**src/rtl/nearest_pkg.sv**
```systemverilog
// Shared types and helpers for the nearest_tracker streaming selector.
package nearest_pkg;

  typedef enum logic [1:0] {
    IDLE = 2'd0,
    RUN  = 2'd1,
    DONE = 2'd2
  } state_e;

  // All-ones value of a width+1 bit distance, used as the "no candidate yet" distance
  function automatic int unsigned dist_max(input int unsigned width);
    return (32'd1 << (width + 32'd1)) - 32'd1;
  endfunction

endpackage

```
**src/rtl/nearest_tracker_abs_diff.sv**
```systemverilog
// Combinational |a-b| in WIDTH+1 bits; NEAREST_TRACKER_SIGNED_EN selects two's complement operands.
module abs_diff #(
  parameter int unsigned WIDTH = 8
) (
  input  logic [WIDTH-1:0] a,
  input  logic [WIDTH-1:0] b,
  output logic [WIDTH:0]   dist_c
);

  localparam int unsigned DW = WIDTH + 1;

  logic [DW-1:0] ax;
  logic [DW-1:0] bx;
  logic [DW-1:0] diff;

`ifdef NEAREST_TRACKER_SIGNED_EN
  assign ax = {a[WIDTH-1], a};
  assign bx = {b[WIDTH-1], b};
`else
  assign ax = {1'b0, a};
  assign bx = {1'b0, b};
`endif

  // Difference always fits in DW signed bits, so the negation never overflows
  assign diff   = ax - bx;
  assign dist_c = diff[DW-1] ? (~diff + DW'(1)) : diff;

endmodule

```
**src/rtl/nearest_tracker.sv**
```systemverilog
// Streaming nearest-sample tracker: frame of len samples, reports value/index/distance closest to refI.
// Optional build macro: NEAREST_TRACKER_SIGNED_EN (two's complement samples and reference).
module nearest_tracker
  import nearest_pkg::*;
#(
  parameter int unsigned WIDTH = 8,
  parameter int unsigned CNT_W = 8
) (
  input  logic             clk,
  input  logic             rst_n,
  input  logic             start,
  input  logic [WIDTH-1:0] refI,
  input  logic [CNT_W-1:0] len,
  input  logic             in_valid,
  output logic             in_ready,
  input  logic [WIDTH-1:0] dataIn,
  output logic             out_valid,
  input  logic             out_ready,
  output logic [WIDTH-1:0] result,
  output logic [CNT_W-1:0] resultIdx,
  output logic [WIDTH:0]   resultDist,
  output logic             busy
);

  localparam int unsigned   DW   = WIDTH + 1;
  localparam logic [DW-1:0] DMAX = DW'(dist_max(WIDTH));

  state_e           state_q, state_d;
  logic [WIDTH-1:0] ref_q, ref_d;
  logic [CNT_W-1:0] len_q, len_d;
  logic [CNT_W-1:0] cnt_q, cnt_d;
  logic [WIDTH-1:0] best_q, best_d;
  logic [CNT_W-1:0] idx_q, idx_d;
  logic [DW-1:0]    bdist_q, bdist_d;
  logic [DW-1:0]    dist_c;

  abs_diff #(.WIDTH(WIDTH)) u_abs_diff (
    .a      (dataIn),
    .b      (ref_q),
    .dist_c (dist_c)
  );

  // Next-state and datapath update
  always_comb begin
    state_d = state_q;
    ref_d   = ref_q;
    len_d   = len_q;
    cnt_d   = cnt_q;
    best_d  = best_q;
    idx_d   = idx_q;
    bdist_d = bdist_q;
    unique case (state_q)
      IDLE: begin
        if (start) begin
          ref_d   = refI;
          len_d   = len;
          cnt_d   = '0;
          best_d  = '0;
          idx_d   = '0;
          bdist_d = DMAX;
          state_d = (len == '0) ? DONE : RUN;
        end
      end
      RUN: begin
        if (in_valid && in_ready) begin
          // Strict compare keeps the earliest sample on ties
          if (dist_c < bdist_q) begin
            best_d  = dataIn;
            idx_d   = cnt_q;
            bdist_d = dist_c;
          end
          cnt_d = cnt_q + CNT_W'(1);
          if (cnt_d == len_q) state_d = DONE;
        end
      end
      DONE: begin
        if (out_valid && out_ready) state_d = IDLE;
      end
      default: state_d = IDLE;
    endcase
  end

  always_ff @(posedge clk or negedge rst_n) begin
    if (!rst_n) begin
      state_q   <= IDLE;
      ref_q     <= '0;
      len_q     <= '0;
      cnt_q     <= '0;
      best_q    <= '0;
      idx_q     <= '0;
      bdist_q   <= '0;
      in_ready  <= 1'b0;
      out_valid <= 1'b0;
      busy      <= 1'b0;
    end else begin
      state_q   <= state_d;
      ref_q     <= ref_d;
      len_q     <= len_d;
      cnt_q     <= cnt_d;
      best_q    <= best_d;
      idx_q     <= idx_d;
      bdist_q   <= bdist_d;
      in_ready  <= (state_d == RUN);
      out_valid <= (state_d == DONE);
      busy      <= (state_d != IDLE);
    end
  end

  assign result     = best_q;
  assign resultIdx  = idx_q;
  assign resultDist = bdist_q;

endmodule

```
**config.mk**
```make
export PLATFORM = sky130hd
export DESIGN_NAME = nearest_tracker
export DESIGN_NICKNAME = d
export VERILOG_FILES = /design/src/rtl/nearest_pkg.sv /design/src/rtl/nearest_tracker_abs_diff.sv /design/src/rtl/nearest_tracker.sv
export SDC_FILE = /design/constraint.sdc
export NUM_CORES = 1
export LEC_CHECK = 0
export CAP_MARGIN = 0
export CORE_MARGIN = 3
export CORE_UTILIZATION = 57
export DETAILED_ROUTE_END_ITERATION = 16
export MAX_ROUTING_LAYER = met4
export PLACE_DENSITY = 0.84
export SYNTH_ARGS = -nofsm -noshare
export SYNTH_HDL_FRONTEND = slang
export SYNTH_SLANG_ARGS = --single-unit
```
**constraint.sdc**
```tcl
create_clock -name clk -period 6.5 [get_ports clk]
set_clock_uncertainty 0.15 [all_clocks]
set_input_delay 1.625 -clock clk [delete_from_list [all_inputs] [get_ports clk]]
set_output_delay 1.625 -clock clk [all_outputs]
set_load 0.02 [all_outputs]
```
=== Word-level counts from Yosys, hierarchy flattened ===
Cells that the tools add are included.

* Add/subtract/negate cells: 3
* Order comparisons: 1
* Eq/ne operators: 8
* Multiplexer cells: 20
* Bitwise operators: 1
* Reductions and logical operators: 9

{| class="wikitable"
|+ Operator list
! cell !! count
|-
| 8-bit two-way mux || 6
|-
| 8-bit one-hot mux with 2 select lines || 3
|-
| 9-bit two-way mux || 4
|-
| 9-bit one-hot mux with 2 select lines || 1
|-
| 2-bit two-way mux || 5
|-
| 9-bit by 1-bit adder with 9-bit output (second input constant) || 1
|-
| 9-bit less-than comparator || 1
|-
| 9-bit inverter || 1
|-
| 8-bit by 8-bit subtractor with 9-bit output || 1
|-
| 8-bit by 1-bit adder with 8-bit output (second input constant) || 1
|-
| 8-bit equality test || 1
|-
| 8-bit zero test || 1
|-
| 2-bit != test (second input constant) || 3
|-
| 2-bit one-hot mux with 3 select lines || 1
|-
| 2-bit by 1-bit equality test with 1-bit output (second input constant) || 2
|-
| 2-bit equality test (second input constant) || 2
|-
| 4-bit AND reduction || 1
|-
| 2-bit nonzero test || 2
|-
| 3-bit AND reduction || 1
|-
| 1-bit logical AND || 2
|-
| 2-bit zero test || 1
|-
| 2-bit AND reduction || 1
|}

* Flip-flop bits (word level): 54
* Output and inout port bits: 28
* Word-level logic and storage cells: 52

=== Longest topological paths before layout ===
* Depth after elaboration: 8
* Depth in mapped cells: 20
* Depth with buffers taken out: 18

=== Modules after synthesis ===
Synthesis repeated with hierarchy kept, for this count alone.

* Cell total of the unflattened synthesis: 318
* Area, all modules: 3349.5 sq um

{| class="wikitable"
|+ Modules (own cells, without submodules)
! module !! instances !! cells each !! area an instance (sq um) !! seq. area each (sq um)
|-
| nearest_tracker || 1 || 244 || 2801.4 || 1351.3
|-
| abs_diff || 1 || 74 || 548.0 || 0.0
|}

=== Worst setup path after synthesis ===
OpenSTA, ideal clock, no wires.

* Path type: in2reg
* Start: input port dataIn[0]
* End: register bdist_q[0] (netlist: resultDist[0])
* Library setup time: 125 ps
* Data arrival time: 5046 ps
* Path slack: 1180 ps
* Stages on the path: 17
* Path buffers: 1
* Path through: inv_1 > ha_1 > inv_1 > fa_1 > and3_1 > or3_4 > a22o_4 > a2111oi_4 > nand3b_1 > nand2_1 > ha_1 > a2111oi_2 > o21ai_1 > o22ai_1 > o21a_1 > buf_4 > mux2_2

* Cells in the longest elaborated chain, start to end: 7

{| class="wikitable"
|+ RTL lines
! what !! RTL line !! source
|-
| start: declaration || nearest_tracker.sv:16 || <nowiki>input logic [WIDTH-1:0] dataIn,</nowiki>
|-
| 8-bit by 8-bit subtractor with 9-bit output (*) || nearest_tracker_abs_diff.sv:25 || <nowiki>assign diff = ax - bx;</nowiki>
|-
| 9-bit inverter || nearest_tracker_abs_diff.sv:26 || <nowiki>assign dist_c = diff[DW-1] ? (~diff + DW'(1)) : diff;</nowiki>
|-
| 9-bit by 1-bit adder with 9-bit output || nearest_tracker_abs_diff.sv:26 ||
|-
| 9-bit two-way mux (*) || nearest_tracker_abs_diff.sv:26 ||
|-
| 9-bit less-than comparator or 9-bit two-way mux (tied branches) || nearest_tracker.sv:67 || <nowiki>if (dist_c < bdist_q) begin</nowiki>
|-
| 2-bit != test (no source line) or 9-bit two-way mux (tied branches) || -- ||
|-
| 4-bit AND reduction (no source line) or 9-bit one-hot mux with 2 select lines (tied branches) || -- ||
|-
| end signal: assignment || nearest_tracker.sv:102 || <nowiki>bdist_q <= bdist_d;</nowiki>
|-
| end: declaration || nearest_tracker.sv:34 || <nowiki>logic [DW-1:0] bdist_q, bdist_d;</nowiki>
|}

Mark *: on every way between the ends. The rest lies on a longest branch, timed or not. The select of a mux whose other input is x is not followed.
A chain may end at the register's enable or synchronous reset.

=== Worst setup path in the final report ===
* Start: input port dataIn[0]
* End: register idx_q[5] (netlist: resultIdx[5])

* Cells in the longest elaborated chain, start to end: 7

{| class="wikitable"
|+ RTL lines
! what !! RTL line !! source
|-
| 8-bit by 8-bit subtractor with 9-bit output (*) || nearest_tracker_abs_diff.sv:25 ||
|-
| 9-bit inverter || nearest_tracker_abs_diff.sv:26 ||
|-
| 9-bit by 1-bit adder with 9-bit output || nearest_tracker_abs_diff.sv:26 ||
|-
| 9-bit two-way mux (*) || nearest_tracker_abs_diff.sv:26 ||
|-
| 9-bit less-than comparator (*) || nearest_tracker.sv:67 ||
|-
| 2-bit != test (no source line) (*) || -- ||
|-
| 4-bit AND reduction (no source line) (*) || -- ||
|-
| end signal: assignment || nearest_tracker.sv:101 || <nowiki>idx_q <= idx_d;</nowiki>
|-
| end: declaration || nearest_tracker.sv:33 || <nowiki>logic [CNT_W-1:0] idx_q, idx_d;</nowiki>
|}

Mark *: on every way between the ends. The rest lies on a longest branch, timed or not.

==> impl_metrics.csv <==
group,metric,value,unit
grt,grt.total_usage,23.4,%
route,antenna_left,0,
route,avgViaCountPerCell,5.49,
floorplan,start_util,61.3,%
timing,tightest_slew,673,ps
grt,grt_pass1_vias,2601,
clock_network,cts_setup_buffers,0,
clock_network,cts_max_level,2,
floorplan,rows,26,
timing,finalMaxSlewViolations,0,
min_path,hold_end,"resultIdx[0]$_DFFE_PN0P_",
pwr,pwr-share-seq,28.3,%
logic_synthesis,ys.flop_type,"dfrtp_1",
final_layout,final_cell_area,0.00395,mm²
timing,finalCritPeriodShare,88.7,%
timing,holdWs,373,ps
critical_path,timing.rr.end,"resultIdx[5]$_DFFE_PN0P_",
final_layout,syn2layout_area_growth,20.7,%
route,totalWireLength,6.87,mm
critical_path,path_class,"in2reg",
placement,dp_hpwl,5.23,mm
route,drcViolationCount,0,
timing,fmax,174,MHz
critical_path,critPathMaxStageDelay,430,ps
route,wl_per_cell,14.7,µm
pwr,switching_share,43.5,%
timing,period_minus_slack,5760,ps
final_layout,fin_util,74.0,%
grt,grt_max_degree,55,
floorplan,ios,57,
grt,grt_antenna_before_repair,0,
grt,grt-ovfl-total,0,
min_path,hold_depth,2,
critical_path,crit_path_top_delay_cell,"clkdlybuf4s50_1",
pwr,powerDensity,492,mW/mm²
timing,slew_headroom,55.2,%
final_layout,drive_gt1_share,7.79,%
critical_path,worstPathRequired,6570,ps
critical_path,start_kind,"input port",
logic_synthesis,syn_inst,342,
pwr,combPwrFrac,62.5,%
route,dr.pass1.iters,4,
flow_run,drv_cap,0,
critical_path,worstReg2RegStart,"ref_q[0]$_DFFE_PN0P_",
placement,place_area,0.00387,mm²
clock_network,worst_skew_pair.late_latency,300,ps
logic_synthesis,synth.distinct_cells,53,
pwr,intPower,0.00110,W
placement,port_buffers,56,
timing,rsz0062_at_grt,"false",
pwr,switchingPower,0.000845,W
critical_path,crit_path_end_kind,"flop",
critical_path,r2r.worst_path.cells,16,
critical_path,crit_top_cell,"inv_1",
route,route.vias.total,2569,
logic_synthesis,synth_nets,390,
floorplan,fp.dieH,81.8,µm
critical_path,crit_arrival,5830,ps
final_layout,diodes,0,
floorplan,die_w,81.8,µm
final_layout,layout_commonest_cell,"clkdlybuf4s50_1",
clock_network,numCtsBuffers,5,
final_layout,multi_input_comb_area,0.00169,mm²
min_path,hold_start,"resultIdx[0]$_DFFE_PN0P_",
clock_network,cts_tree,"done",
floorplan,core-area,0.00534,mm²
pwr,total_leakage_power,1.83,nW
critical_path,crit_chain,"clkdlybuf4s50_1 > inv_1 > ha_1 > inv_1 > fa_1 > and3_1 > or3_4 > a22o_4 > nor3_1 > nand4b_1 > inv_1 > ha_1 > a2111oi_2 > o21ai_1 > o22ai_1 > o21a_1 > buf_4 > mux2i_1",
logic_synthesis,syn-cell-area,0.00327,mm²
outcome,status,"completed",
logic_synthesis,synthArstFlopShare,100,%
pwr,pwr-share-clk,9.3,%
clock_network,clockRootBuffer,"clkbuf_8",
placement,gp_congestion,0.868,
final_layout,finalNetCount,446,
critical_path,r2r_slack,2220,ps
clock_network,path_clk_slew,100,ps
logic_synthesis,synth_edf_count,0,
pwr,peakVddDrop,282,µV
grt,grt_pass1_wl,11.9,mm
logic_synthesis,yosys_warnings,0,
clock_network,ctsResizeCount,0,
final_layout,mostFrequentLayoutCells,"clkdlybuf4s50_1, dfrtp_1, nand2_1",
logic_synthesis,syn_avg_cell_area,9.57,µm²
timing,report.final.hold_viol_count,0,
timing,setup_viol,0,
clock_network,cts_buffer_depth,2,
clock_network,holdBufCountCts,0,
route,drtIter0Drc,110,
logic_synthesis,yosysSeqAreaShare,41.3,%
timing,fin_tns_setup,0,ps
logic_synthesis,ys_ff_latch,54,
final_layout,fill_cells,393,
min_path,min_path_type,"reg2reg",
floorplan,dieArea,0.00669,mm²
clock_network,cts.sinks,54,
final_layout,regArea,0.00135,mm²
critical_path,cp_max_fo,16,
[final cells by class]
| class | count | share of cell area [%] |
|---|---|---|
| inverters | 42 | 3.99 |
| clock inverters | 1 | 0.190 |
| clock buffers | 6 | 1.84 |
| well taps | 70 | 2.22 |
| repair buffers | 60 | 14.8 |
| flip-flops and latches | 54 | 34.2 |
| multi-input cells | 235 | 42.7 |
[synthesized netlist by cell type (all sizes together), types with 6 or more instances]
library cell,number,area [µm²]
mux2,10,113
ha,18,225
xnor2,11,96.3
nor3,6,30.0
xor2,8,70.1
inv,42,158
a21oi,7,38.8
dfrtp,54,1350
buf,7,62.6
a22oi,6,45.0
nand2,47,176
o21ai,25,125
mux2i,16,160
nor2,11,41.3
nand3,13,65.1
[state kept, by name, indices dropped and copies added, names as in the netlist]
signal and cells:
in_ready 1, len_q 8, out_valid 1, result 8
resultDist 9, busy 1, cnt_q 8, ref_q 8
resultIdx 8, state_q 2
[worst max-delay path: cells and delay by family]
kind            cells  cell delay [ps]
compound gates      5             1160
simple gates        4              980
mux                 1              260
buf+inv             5              940
fa+ha+maj           3              850
[power groups by stage]
stage	Combinational (W)	Sequential, W	Clock, W
after global placement	0.00118	0.000553	0
final	0.00121	0.000549	0.000180
after floorplan	0.000831	0.000619	0
after global routing	0.00136	0.000568	0.000199
after CTS	0.00122	0.000549	0.000186
after detailed placement	0.00121	0.000555	0
[worst max path at each step]
stage	from	to	slack, ps
2_1_floorplan	dataIn[0]	resultDist[0]$_DFFE_PN0P_	1180
3_3_place_gp	dataIn[0]	result[4]$_DFFE_PN0P_	630
3_5_place_dp	dataIn[0]	result[3]$_DFFE_PN0P_	460
4_1_cts	dataIn[0]	resultIdx[5]$_DFFE_PN0P_	750
5_1_grt	dataIn[0]	resultIdx[5]$_DFFE_PN0P_	410
6_report	dataIn[0]	resultIdx[5]$_DFFE_PN0P_	740
[metal layers]
layer | GRT usage, % | up-vias | part of all wire (%)
met5 | - | - | 0
met4 | 5.15 | 0 | 0.51
met3 | 3.84 | 4 | 4.1
met2 | 36.9 | 67 | 48
met1 | 32.1 | 1208 | 47
li1 | - | 1290 | -
[logic make-up (layout without fill, tap and decap cells)]
logic type / count (synthesis) / after routing / synth area share, %
compound gates: 67 / 67 / 14.8
xor+xnor: 19 / 19 / 5.09
fa+ha+maj: 19 / 19 / 7.50
buf+inv: 53 / 109 / 7.19
flops: 54 / 54 / 41.3
mux: 26 / 26 / 8.34
simple gates: 104 / 104 / 15.8
[metrics by stage]
step / total power (W) / setup slack (ps) / instances
5_1_grt: 0.00212 / 408 / 468
4_1_cts: 0.00195 / 755 / 468
6_report: 0.00194 / 737 / 468
3_5_place_dp: 0.00177 / 462 / 461
3_3_place_gp: 0.00173 / 625 / 461
2_1_floorplan: 0.00145 / 1180 / 342
(Power assumes the default switching activity.)
